--- src/rtl/mips_ctrl_pkg.sv ---
// mips_ctrl_pkg
// Shared definitions for the multi-cycle MIPS controller:
//   - state_t    : FSM state encodings (4-bit, code 4'hF unused)
//   - OP_*       : opcode field values (IR[31:26]) the controller dispatches on
//   - field codes: alu_op, alu_src_b, pc_source, mem_to_reg, reg_dest
//   - is_known_op: true for every opcode that DECODE can dispatch
package mips_ctrl_pkg;

    typedef enum logic [3:0] {
        S_IDLE   = 4'd0,
        S_FETCH  = 4'd1,
        S_DECODE = 4'd2,
        S_MEMADR = 4'd3,
        S_MEMRD  = 4'd4,
        S_MEMWB  = 4'd5,
        S_MEMWR  = 4'd6,
        S_EXEC   = 4'd7,
        S_ALUWB  = 4'd8,
        S_BRANCH = 4'd9,
        S_ADDIEX = 4'd10,
        S_ORIEX  = 4'd11,
        S_IMMWB  = 4'd12,
        S_JUMP   = 4'd13,
        S_JAL    = 4'd14
    } state_t;

    localparam logic [5:0] OP_RTYPE = 6'b000000;
    localparam logic [5:0] OP_LW    = 6'b100011;
    localparam logic [5:0] OP_SW    = 6'b101011;
    localparam logic [5:0] OP_BEQ   = 6'b000100;
    localparam logic [5:0] OP_ADDI  = 6'b001000;
    localparam logic [5:0] OP_ORI   = 6'b001101;
    localparam logic [5:0] OP_J     = 6'b000010;
    localparam logic [5:0] OP_JAL   = 6'b000011;

    localparam logic [1:0] ALU_ADD   = 2'b00;
    localparam logic [1:0] ALU_SUB   = 2'b01;
    localparam logic [1:0] ALU_FUNCT = 2'b10;
    localparam logic [1:0] ALU_OR    = 2'b11;

    localparam logic [1:0] SRCB_B       = 2'b00;
    localparam logic [1:0] SRCB_FOUR    = 2'b01;
    localparam logic [1:0] SRCB_IMM     = 2'b10;
    localparam logic [1:0] SRCB_IMM_SH2 = 2'b11;

    localparam logic [1:0] PCSRC_ALU    = 2'b00;
    localparam logic [1:0] PCSRC_ALUOUT = 2'b01;
    localparam logic [1:0] PCSRC_JUMP   = 2'b10;

    localparam logic [1:0] M2R_ALUOUT = 2'b00;
    localparam logic [1:0] M2R_MDR    = 2'b01;
    localparam logic [1:0] M2R_PC     = 2'b10;

    localparam logic [1:0] DEST_RT  = 2'b00;
    localparam logic [1:0] DEST_RD  = 2'b01;
    localparam logic [1:0] DEST_R31 = 2'b10;

    function automatic logic is_known_op(input logic [5:0] op);
        case (op)
            OP_RTYPE, OP_LW, OP_SW, OP_BEQ,
            OP_ADDI, OP_ORI, OP_J, OP_JAL: is_known_op = 1'b1;
            default:                       is_known_op = 1'b0;
        endcase
    endfunction

endpackage

--- src/rtl/mips_ctrl_out_decode.sv ---
// mips_ctrl_out_decode
// Pure combinational control-word decode: current state plus the (already
// qualified) memory-ready handshake -> datapath control fields.
// Ports:
//   state_cur     in  state_t  current FSM state
//   mem_ready     in  1        memory completes access this cycle
//   pc_write .. ori_ctrl  out  control word fields (see top for meaning)
// Any field not driven by a state stays 0; IDLE and unused codes give all 0.
module mips_ctrl_out_decode
    import mips_ctrl_pkg::*;
(
    input  state_t     state_cur,
    input  logic       mem_ready,
    output logic       pc_write,
    output logic       pc_write_cond,
    output logic       i_or_d,
    output logic       mem_read,
    output logic       mem_write,
    output logic       ir_write,
    output logic       reg_write_en,
    output logic [1:0] reg_dest,
    output logic [1:0] mem_to_reg,
    output logic       alu_src_a,
    output logic [1:0] alu_src_b,
    output logic [1:0] alu_op,
    output logic [1:0] pc_source,
    output logic       ori_ctrl
);

    always_comb begin
        pc_write      = 1'b0;
        pc_write_cond = 1'b0;
        i_or_d        = 1'b0;
        mem_read      = 1'b0;
        mem_write     = 1'b0;
        ir_write      = 1'b0;
        reg_write_en  = 1'b0;
        reg_dest      = DEST_RT;
        mem_to_reg    = M2R_ALUOUT;
        alu_src_a     = 1'b0;
        alu_src_b     = SRCB_B;
        alu_op        = ALU_ADD;
        pc_source     = PCSRC_ALU;
        ori_ctrl      = 1'b0;

        case (state_cur)
            S_FETCH: begin
                // IR and PC+4 commit only on the cycle the read data is valid
                mem_read  = 1'b1;
                alu_src_b = SRCB_FOUR;
                ir_write  = mem_ready;
                pc_write  = mem_ready;
            end
            S_DECODE: begin
                // precompute branch target into ALUOut
                alu_src_b = SRCB_IMM_SH2;
            end
            S_MEMADR: begin
                alu_src_a = 1'b1;
                alu_src_b = SRCB_IMM;
            end
            S_MEMRD: begin
                i_or_d   = 1'b1;
                mem_read = 1'b1;
            end
            S_MEMWB: begin
                mem_to_reg   = M2R_MDR;
                reg_write_en = 1'b1;
            end
            S_MEMWR: begin
                i_or_d    = 1'b1;
                mem_write = 1'b1;
            end
            S_EXEC: begin
                alu_src_a = 1'b1;
                alu_op    = ALU_FUNCT;
            end
            S_ALUWB: begin
                reg_dest     = DEST_RD;
                reg_write_en = 1'b1;
            end
            S_BRANCH: begin
                alu_src_a     = 1'b1;
                alu_op        = ALU_SUB;
                pc_source     = PCSRC_ALUOUT;
                pc_write_cond = 1'b1;
            end
            S_ADDIEX: begin
                alu_src_a = 1'b1;
                alu_src_b = SRCB_IMM;
            end
            S_ORIEX: begin
                alu_src_a = 1'b1;
                alu_src_b = SRCB_IMM;
                alu_op    = ALU_OR;
                ori_ctrl  = 1'b1;
            end
            S_IMMWB: begin
                reg_write_en = 1'b1;
            end
            S_JUMP: begin
                pc_source = PCSRC_JUMP;
                pc_write  = 1'b1;
            end
            S_JAL: begin
                // PC already holds PC+4 from FETCH, so it is the link value
                pc_source    = PCSRC_JUMP;
                pc_write     = 1'b1;
                reg_dest     = DEST_R31;
                mem_to_reg   = M2R_PC;
                reg_write_en = 1'b1;
            end
            default: ;
        endcase
    end

endmodule

--- src/rtl/multicycle_control.sv ---
// multicycle_control
// Moore FSM sequencing a multi-cycle MIPS datapath with one shared memory.
// Holds the state register and next-state logic; the control word is decoded
// combinationally from state by mips_ctrl_out_decode.
// Parameters:
//   MEM_WAIT_EN  1: FETCH/MEMRD/MEMWR wait for mem_ready; 0: ready assumed
//   STATE_W      width of the debug state output
// Ports:
//   clk, reset (async, active-high), opcode (IR[31:26]), mem_ready
//   pc_write, pc_write_cond, i_or_d, mem_read, mem_write, ir_write,
//   reg_write_en, reg_dest, mem_to_reg, alu_src_a, alu_src_b, alu_op,
//   pc_source, ori_ctrl : control word
//   illegal_op : one-cycle pulse in DECODE on an unknown opcode
//   state      : current state code
module multicycle_control
    import mips_ctrl_pkg::*;
#(
    parameter int MEM_WAIT_EN = 1,
    parameter int STATE_W     = 4
) (
    input  logic               clk,
    input  logic               reset,
    input  logic [5:0]         opcode,
    input  logic               mem_ready,
    output logic               pc_write,
    output logic               pc_write_cond,
    output logic               i_or_d,
    output logic               mem_read,
    output logic               mem_write,
    output logic               ir_write,
    output logic               reg_write_en,
    output logic [1:0]         reg_dest,
    output logic [1:0]         mem_to_reg,
    output logic               alu_src_a,
    output logic [1:0]         alu_src_b,
    output logic [1:0]         alu_op,
    output logic [1:0]         pc_source,
    output logic               ori_ctrl,
    output logic               illegal_op,
    output logic [STATE_W-1:0] state
);

    state_t state_q;
    logic   ready;

    assign ready = (MEM_WAIT_EN != 0) ? mem_ready : 1'b1;

    always_ff @(posedge clk or posedge reset) begin
        if (reset) begin
            state_q <= S_IDLE;
        end else begin
            case (state_q)
                S_IDLE:   state_q <= S_FETCH;
                S_FETCH:  if (ready) state_q <= S_DECODE;
                S_DECODE: begin
                    case (opcode)
                        OP_RTYPE:     state_q <= S_EXEC;
                        OP_LW, OP_SW: state_q <= S_MEMADR;
                        OP_BEQ:       state_q <= S_BRANCH;
                        OP_ADDI:      state_q <= S_ADDIEX;
                        OP_ORI:       state_q <= S_ORIEX;
                        OP_J:         state_q <= S_JUMP;
                        OP_JAL:       state_q <= S_JAL;
                        default:      state_q <= S_FETCH;
                    endcase
                end
                S_MEMADR: begin
                    if (opcode == OP_LW)      state_q <= S_MEMRD;
                    else if (opcode == OP_SW) state_q <= S_MEMWR;
                    else                      state_q <= S_FETCH;
                end
                S_MEMRD:  if (ready) state_q <= S_MEMWB;
                S_MEMWR:  if (ready) state_q <= S_FETCH;
                S_EXEC:   state_q <= S_ALUWB;
                S_ADDIEX: state_q <= S_IMMWB;
                S_ORIEX:  state_q <= S_IMMWB;
                S_MEMWB, S_ALUWB, S_IMMWB,
                S_BRANCH, S_JUMP, S_JAL: state_q <= S_FETCH;
                default:  state_q <= S_FETCH;
            endcase
        end
    end

    assign illegal_op = (state_q == S_DECODE) && !is_known_op(opcode);
    assign state      = STATE_W'(state_q);

    mips_ctrl_out_decode u_out_decode (
        .state_cur     (state_q),
        .mem_ready     (ready),
        .pc_write      (pc_write),
        .pc_write_cond (pc_write_cond),
        .i_or_d        (i_or_d),
        .mem_read      (mem_read),
        .mem_write     (mem_write),
        .ir_write      (ir_write),
        .reg_write_en  (reg_write_en),
        .reg_dest      (reg_dest),
        .mem_to_reg    (mem_to_reg),
        .alu_src_a     (alu_src_a),
        .alu_src_b     (alu_src_b),
        .alu_op        (alu_op),
        .pc_source     (pc_source),
        .ori_ctrl      (ori_ctrl)
    );

endmodule

--- config.mk ---
export PLATFORM = sky130hd
export DESIGN_NAME = multicycle_control
export DESIGN_NICKNAME = d
export VERILOG_FILES = /design/src/rtl/mips_ctrl_pkg.sv /design/src/rtl/mips_ctrl_out_decode.sv /design/src/rtl/multicycle_control.sv
export SDC_FILE = /design/constraint.sdc
export NUM_CORES = 1
export LEC_CHECK = 0
export CORE_MARGIN = 1
export CORE_UTILIZATION = 40
export CTS_BUF_LIST = sky130_fd_sc_hd__clkbuf_16
export CTS_CLUSTER_DIAMETER = 100
export DETAILED_ROUTE_END_ITERATION = 8
export HOLD_SLACK_MARGIN = 0.03
export PLACE_DENSITY = 0.79
export SLEW_MARGIN = 20
export SYNTH_ARGS = -nofsm -noshare
export SYNTH_HDL_FRONTEND = slang
export SYNTH_HIERARCHICAL = 1
export SYNTH_SLANG_ARGS = --single-unit
--- constraint.sdc ---
create_clock -name clk -period 1.8 [get_ports clk]
set_input_delay 0.36 -clock clk [delete_from_list [all_inputs] [get_ports clk]]
set_output_delay 0.36 -clock clk [all_outputs]
set_load 0.05 [all_outputs]
==> flow_metrics.tcl, run 1 <==
set metrics [dict create \
    die_h_um 44.0 \
    ios 33 \
    cts_buffer_depth 2 \
    endpoint_type "primary output" \
    dpl_cell_area_um2 1380 \
    yosysWarnings 6 \
    dp.final_hpwl_mm 1.77 \
    error_line "[ERROR DPL-0033] detailed placement checks failed during check placement." \
    die_w_um 44.0 \
    cts_hold_buf 0 \
    syn_inst 105 \
    grt_start_max_net_pins 12 \
    synth.avg_cell_area_um2 6.71 \
    core.rowCount 14 \
    syn_area_um2 704 \
    status "stopped before the end" \
    synth_cell_types 32 \
    cts_buffers 3 \
    cts_max_level 1 \
    failing_step "global routing (5_1_grt)" \
    grt-worst-endpoint "reg_write_en" \
    preCtsSetupSlack_ns -0.347 \
    ys_seq_area_frac 0.142 \
    cts-root-buf "clkbuf_16" \
    antenna_found_initial 0 \
    place_congestion 0.969 \
    dp_cells 156 \
    cts_sinks 4 \
    syn_nets 114 \
    synth-seq-cells 4 \
    ys.flop_type "dfrtp_1" \
    async_flop_share 1.00 \
    start_util 0.447 \
    synth_edf_count 0 \
    portBuffers 32 \
]
[cells by family after synthesis]
group,after synthesis,synth area share
flip-flops,4,0.142
AO/OA/AOI/OAI,29,0.277
buffers and inverters,13,0.119
XOR/XNOR,3,0.0373
AND/OR/NAND/NOR,56,0.425
[Yosys cell counts, drive strengths merged (3+ instances only)]
cell type | number | share of area
nand2 | 9 | 0.048
nor2b | 7 | 0.073
nor2 | 18 | 0.096
nor3 | 4 | 0.028
dfrtp | 4 | 0.14
nand2b | 9 | 0.091
o22ai | 4 | 0.044
xnor2 | 3 | 0.037
o21ai | 9 | 0.064
a21oi | 5 | 0.036
inv | 3 | 0.016
buf | 9 | 0.098
[stage by stage]
stage                     hold slack (ns)  setup TNS, ns
after CTS                           0.351        -0.0694
after detailed placement            0.563         -0.731
after global placement              0.556         -0.622
after floorplan                     0.126          -1.56
[what timing repair did]
item,CTS
pin swaps,3
buffers inserted,6
endpoints found under the setup margin,12
gates resized for setup,14
==> inputs of run 2 (changes only) <==
--- a/config.mk
+++ b/config.mk
@@ -5,13 +5,10 @@
 export SDC_FILE = /design/constraint.sdc
 export NUM_CORES = 1
 export LEC_CHECK = 0
-export CORE_MARGIN = 1
-export CORE_UTILIZATION = 40
-export CTS_BUF_LIST = sky130_fd_sc_hd__clkbuf_16
-export CTS_CLUSTER_DIAMETER = 100
+export CORE_AREA = 2 2 63 65
 export DETAILED_ROUTE_END_ITERATION = 8
-export HOLD_SLACK_MARGIN = 0.03
-export PLACE_DENSITY = 0.79
+export DIE_AREA = 0 0 65 67
+export PLACE_DENSITY_LB_ADDON = 0.15
 export SLEW_MARGIN = 20
 export SYNTH_ARGS = -nofsm -noshare
 export SYNTH_HDL_FRONTEND = slang
==> run 2 against run 1 <==
Against the previous run: the run now ends clean; synthesized area unchanged; synthesized cell count unchanged.
==> flow_metrics.tcl, run 2 <==
set metrics [dict create \
    critical_path_class "reg -> out" \
    grt_pass1_vias 848 \
    final_cell_mix "buf_4, buf_12, nor2_1" \
    synth_area_leaders "dfrtp_1, nor2_1, nand2b_1" \
    status "completed" \
    ys_seq_area_frac 0.142 \
    yosysWarnings 6 \
    portBuffers 32 \
    cp.required_ns 1.44 \
    grt_usage 0.108 \
    grt_start_max_net_pins 12 \
    synth_edf_count 0 \
    setup_viol 0 \
    ant_nets 0 \
    yosysTopAreaCellShare 0.142 \
    relSlewSlack 0.820 \
    power.total_mw 2.18 \
    worstSetupEndpointType "primary output" \
    reg2regPathDepth 5 \
    final_common_cell "buf_4" \
    rr_startpoint "state[0]$_DFFE_PP0P_" \
    yosys.area.top_type "dfrtp_1" \
    start_util 0.195 \
    dpl_cell_area_um2 1440 \
    worst_slew_pin_slew_ns 0.269 \
    hold_viol 0 \
    cts_buffers 3 \
    period_needed_ns 1.78 \
    ys.flop_type "dfrtp_1" \
    fp.coreArea_um2 3610 \
    place_congestion 0.765 \
    fillers 361 \
    grt_pass1_wl_mm 3.75 \
    ir_drop_uv 333 \
    syn_inst 105 \
    syn_nets 114 \
    syn_area_um2 704 \
    instances_no_fill 202 \
    synth.most_common_cell "nor2_1" \
    cts_tree "yes" \
    wl_per_cell_um 12.1 \
    drt-initial-drc-count 17 \
    synth_common_cells "nor2_1, nand2_1, o21ai_0" \
    dp.final_hpwl_mm 1.83 \
    num_vias 944 \
    rrSetupSlack_ns 0.32 \
    fin_tns_setup_ns 0 \
    cts_sinks 4 \
    viasPerCell 4.67 \
    cellPowerDensity_nw_per_um2 1380 \
    finalInstanceArea_um2 1570 \
    skew_ns 0.00278 \
    leakage_nw 0.639 \
    async_flop_share 1.00 \
    dp_cells 191 \
    cts_buffer_depth 2 \
    whs_ns 0.330 \
    die_area_um2 4360 \
    cap_viol_max_count 0 \
    r2r_end "state[1]$_DFFE_PP0P_" \
    rsz0062_at_grt "true" \
    drc_errors 0 \
    fin_nets 165 \
    wl_mm 2.44 \
    synth-seq-cells 4 \
    die_w_um 65 \
    grt_overflow 0 \
    synth.avg_cell_area_um2 6.71 \
    largest_reg_flops 4 \
    worstPathMaxFanout 10 \
    fin_crit_sh 0.992 \
    cts-root-buf "clkbuf_8" \
    insertion_delay_ns 0.21 \
    antenna_found_initial 0 \
    layout-drive-gt1-share 0.545 \
    cp.arrival_ns 1.42 \
    die_h_um 67 \
    clk_pin_slew_ns 0.03 \
    hold_class "in -> async" \
    synthToLayoutAreaGrowth_pct 123 \
    ios 33 \
    slew_violations 0 \
    startpoint_type "register" \
    synth_cell_types 32 \
    core.rowCount 22 \
    fmaxAchievable_ghz 0.560 \
    n_antenna_cell 0 \
    first_pass_iters 4 \
    cts_max_level 1 \
]
[run 2: what timing repair did]
item | in CTS | in global routing
setup buffers | 4 | 4
setup endpoints to repair | 5 | 5
hold buffers | 0 | 0
pin swaps | 1 | 2
gates resized for setup | 12 | 14
[run 2: power by group]
part	switching, mW	leakage, nW	total (mW)	internal [mW]
combinational	0.940	0.572	1.79	0.849
clock	0.0430	0.0216	0.185	0.142
sequential	0.0814	0.0459	0.202	0.121
total	1.06	0.639	2.18	1.11
[run 2: routing by layer]
| layer | vias to the layer above | routed length, µm | global-route usage |
|---|---|---|---|
| met5 | - | 0 | 0 |
| met2 | 30 | 1330 | 0.205 |
| met1 | 441 | 928 | 0.113 |
| li1 | 467 | - | - |
| met4 | 0 | 42 | 0.0452 |
| met3 | 6 | 141 | 0.0270 |
[run 2: how the worst max path moves through the flow]
stage                               to                 start  slack (ns)  depth (start not counted)
after floorplan           reg_write_en  state[1]$_DFFE_PP0P_       -0.26                          3
after global placement      illegal_op             opcode[5]       -0.34                          6
after detailed placement    illegal_op             opcode[5]       -0.37                          6
after CTS                   illegal_op             opcode[3]       -0.09                          6
after global routing      reg_write_en  state[1]$_DFFE_PP0P_       -0.04                          3
final                     reg_write_en  state[1]$_DFFE_PP0P_        0.02                          3
[run 2: layout make-up]
cell class	count	area, µm²	share of cell area
timing repair buffer	56	701	0.445
multi-input combinational	88	656	0.417
sequential	4	105	0.0668
tap	48	60.1	0.0382
clock buffer	3	41.3	0.0262
inverter	3	11.3	0.00715
[run 2: kinds of logic after synthesis]
kind of cell,count (synthesis),synth area share
buf+inv,13,0.119
compound gates,29,0.277
simple gates,56,0.425
flops,4,0.142
xor+xnor,3,0.0373
[run 2: critical path, stage by stage (launching register included)]
cell	delay, ns
dfrtp_2	0.48
or3b_1	0.39
o211ai_1	0.15
buf_12	0.18
[run 2: metrics by stage]
step | worst slack (ns) | utilization
floorplan | -0.260 | -
global placement | -0.341 | 0.399
detailed placement | -0.369 | 0.399
CTS | -0.0899 | 0.426
global route | -0.0397 | 0.437
finish | 0.0151 | 0.437
Power figures use the tool's default switching activity.
==> inputs of run 3 (changes only) <==
--- a/config.mk
+++ b/config.mk
@@ -5,11 +5,12 @@
 export SDC_FILE = /design/constraint.sdc
 export NUM_CORES = 1
 export LEC_CHECK = 0
+export ABC_CLOCK_PERIOD_IN_PS = 1800
 export CORE_AREA = 2 2 63 65
 export DETAILED_ROUTE_END_ITERATION = 8
 export DIE_AREA = 0 0 65 67
-export PLACE_DENSITY_LB_ADDON = 0.15
-export SLEW_MARGIN = 20
+export PLACE_DENSITY = 0.52
+export SLEW_MARGIN = 40
 export SYNTH_ARGS = -nofsm -noshare
 export SYNTH_HDL_FRONTEND = slang
 export SYNTH_HIERARCHICAL = 1
==> run 3 against run 2 <==
Against the previous run: clock skew down 0.0013 ns; global-route usage up 0.63 points; wire length down 1.4%; core utilization up 0.49 points; worst hold slack worse by 0.0036 ns; total power down 0.73%; maximum frequency up 0.90%; non-clock buffer count up 2; sequential share of layout area down 0.074 points; final cell count up 0.99%; first-iteration DRC count up 41%; critical endpoint unchanged; largest power group unchanged.
==> flow_metrics.tcl, run 3 (same netlist as run 2, synthesis figures left out) <==
set metrics [dict create \
    status "completed" \
    top_usage_layer "met2" \
    grt_overflow 0 \
    start_util 0.195 \
    fin_nets 167 \
    clk_pin_slew_ns 0.03 \
    ir_drop_uv 388 \
    largest_reg_flops 4 \
    fillers 362 \
    core.rowCount 22 \
    wl_mm 2.40 \
    num_vias 935 \
    place_congestion 0.816 \
    startpoint_type "register" \
    cap_viol_max_count 0 \
    preCtsSetupSlack_ns -0.356 \
    grt_pass1_wl_mm 3.97 \
    ios 33 \
    skew_ns 0.00148 \
    first_pass_iters 4 \
    hold_class "in -> async" \
    leakage_nw 0.645 \
    critical_path_class "reg -> out" \
    setup_ws_ns 0.0310 \
    drc_errors 0 \
    cellPowerDensity_nw_per_um2 1360 \
    cp.arrival_ns 1.41 \
    synthToLayoutAreaGrowth_pct 126 \
    worstSetupEndpointType "primary output" \
    fin_crit_sh 0.983 \
    grtUsageMet2 0.236 \
    cts_buffers 3 \
    worstPathMaxFanout 10 \
    wl_per_cell_um 11.8 \
    layout-drive-gt1-share 0.545 \
    drt-initial-drc-count 24 \
    die_h_um 67 \
    power.total_mw 2.16 \
    period_needed_ns 1.77 \
    cts-root-buf "clkbuf_8" \
    die_area_um2 4360 \
    grt_usage 0.115 \
    final_cell_mix "buf_4, buf_12, nor2_1" \
    cts_hold_buf 0 \
    fp.coreArea_um2 3610 \
    cts_sinks 4 \
    whs_ns 0.326 \
    grt_pass1_vias 914 \
    dp.final_hpwl_mm 1.89 \
    cts_tree "yes" \
    met3_usage 0.0169 \
    worst_slew_pin_slew_ns 0.361 \
    grt_start_max_net_pins 11 \
    portBuffers 32 \
    grtUsageMet1 0.111 \
    fmaxAchievable_ghz 0.565 \
    antenna_found_initial 0 \
    insertion_delay_ns 0.21 \
    cts_max_level 1 \
    final_common_cell "buf_4" \
    cts_buffer_depth 2 \
    cp.required_ns 1.44 \
    n_antenna_cell 0 \
    setup_viol 0 \
    ant_nets 0 \
    slew_violations 0 \
    hold_viol 0 \
    fin_tns_setup_ns 0 \
    viasPerCell 4.58 \
    rsz0062_at_grt "true" \
    die_w_um 65 \
    relSlewSlack 0.758 \
]
==> run 3: changes by cell type in the layout (fill, tap and decap cells not counted), moves of 2 or more <==
| cell | before | now |
|---|---|---|
| buf_6 | 1 | 3 |
| clkbuf_2 | 4 | 1 |
| buf_4 | 25 | 27 |
| nor2_2 | 3 | 5 |
==> run 3: final cells by class <==
class                           count  area [µm²]  area share
Clock buffer                        3        41.3      0.0259
Sequential cell                     4         105      0.0660
Multi-Input combinational cell     88         649       0.408
Tap cell                           48        60.1      0.0377
Timing Repair Buffer               58         724       0.455
Inverter                            3        11.3     0.00708
==> run 3: per-layer routing <==
layer / up-vias / share of wire
met1: 423 / 0.38
li1: 470 / -
met5: - / 0
met4: 0 / 0.016
met3: 4 / 0.073
met2: 38 / 0.53
==> run 3: critical path: stages (launching register included) <==
cell and delay, ns:
dfrtp_2 0.47, or3b_1 0.39, o211ai_1 0.15, buf_12 0.18
==> run 3: path summary, 6_finish.rpt <==
check	from	end	slack (ns)	depth (start not counted)
max reg2reg	state[0]$_DFFE_PP0P_	state[1]$_DFFE_PP0P_	0.32	5
min reg2reg	state[3]$_DFFE_PP0P_	state[0]$_DFFE_PP0P_	0.78	2
max	state[1]$_DFFE_PP0P_	reg_write_en	0.03	3
max in group asynchronous	reset	state[0]$_DFFE_PP0P_	1.31	2
min	reset	state[1]$_DFFE_PP0P_	0.33	2
min in group clk	opcode[5]	state[3]$_DFFE_PP0P_	0.57	5
==> run 3: metrics by stage <==
step / area (µm²) / std cells / util
floorplan: 803 / 105 / -
detailed placement: 1460 / 193 / 0.404
finish: 1590 / 204 / 0.441
CTS: 1580 / 204 / 0.438
global route: 1590 / 204 / 0.441
global placement: 1460 / 193 / 0.404
==> run 3: power breakdown <==
part	switching (mW)	internal, mW	total, mW	leakage [nW]
logic	0.939	0.839	1.78	0.578
clock network	0.0426	0.142	0.185	0.0216
registers	0.0758	0.121	0.197	0.0459
==> run 3: what timing repair did <==
action,CTS,global route
gates resized for setup,21,10
endpoints found under the hold margin,0,0
buffers inserted,8,0
setup endpoints to repair,5,2
pin swaps,3,3
==> inputs of run 4 (changes only) <==
--- a/config.mk
+++ b/config.mk
@@ -10,7 +10,6 @@
 export DETAILED_ROUTE_END_ITERATION = 8
 export DIE_AREA = 0 0 65 67
 export PLACE_DENSITY = 0.52
-export SLEW_MARGIN = 40
 export SYNTH_ARGS = -nofsm -noshare
 export SYNTH_HDL_FRONTEND = slang
 export SYNTH_HIERARCHICAL = 1
==> results of run 4 <==
The final DEF is identical to that of run 3; final timing and power are the same.
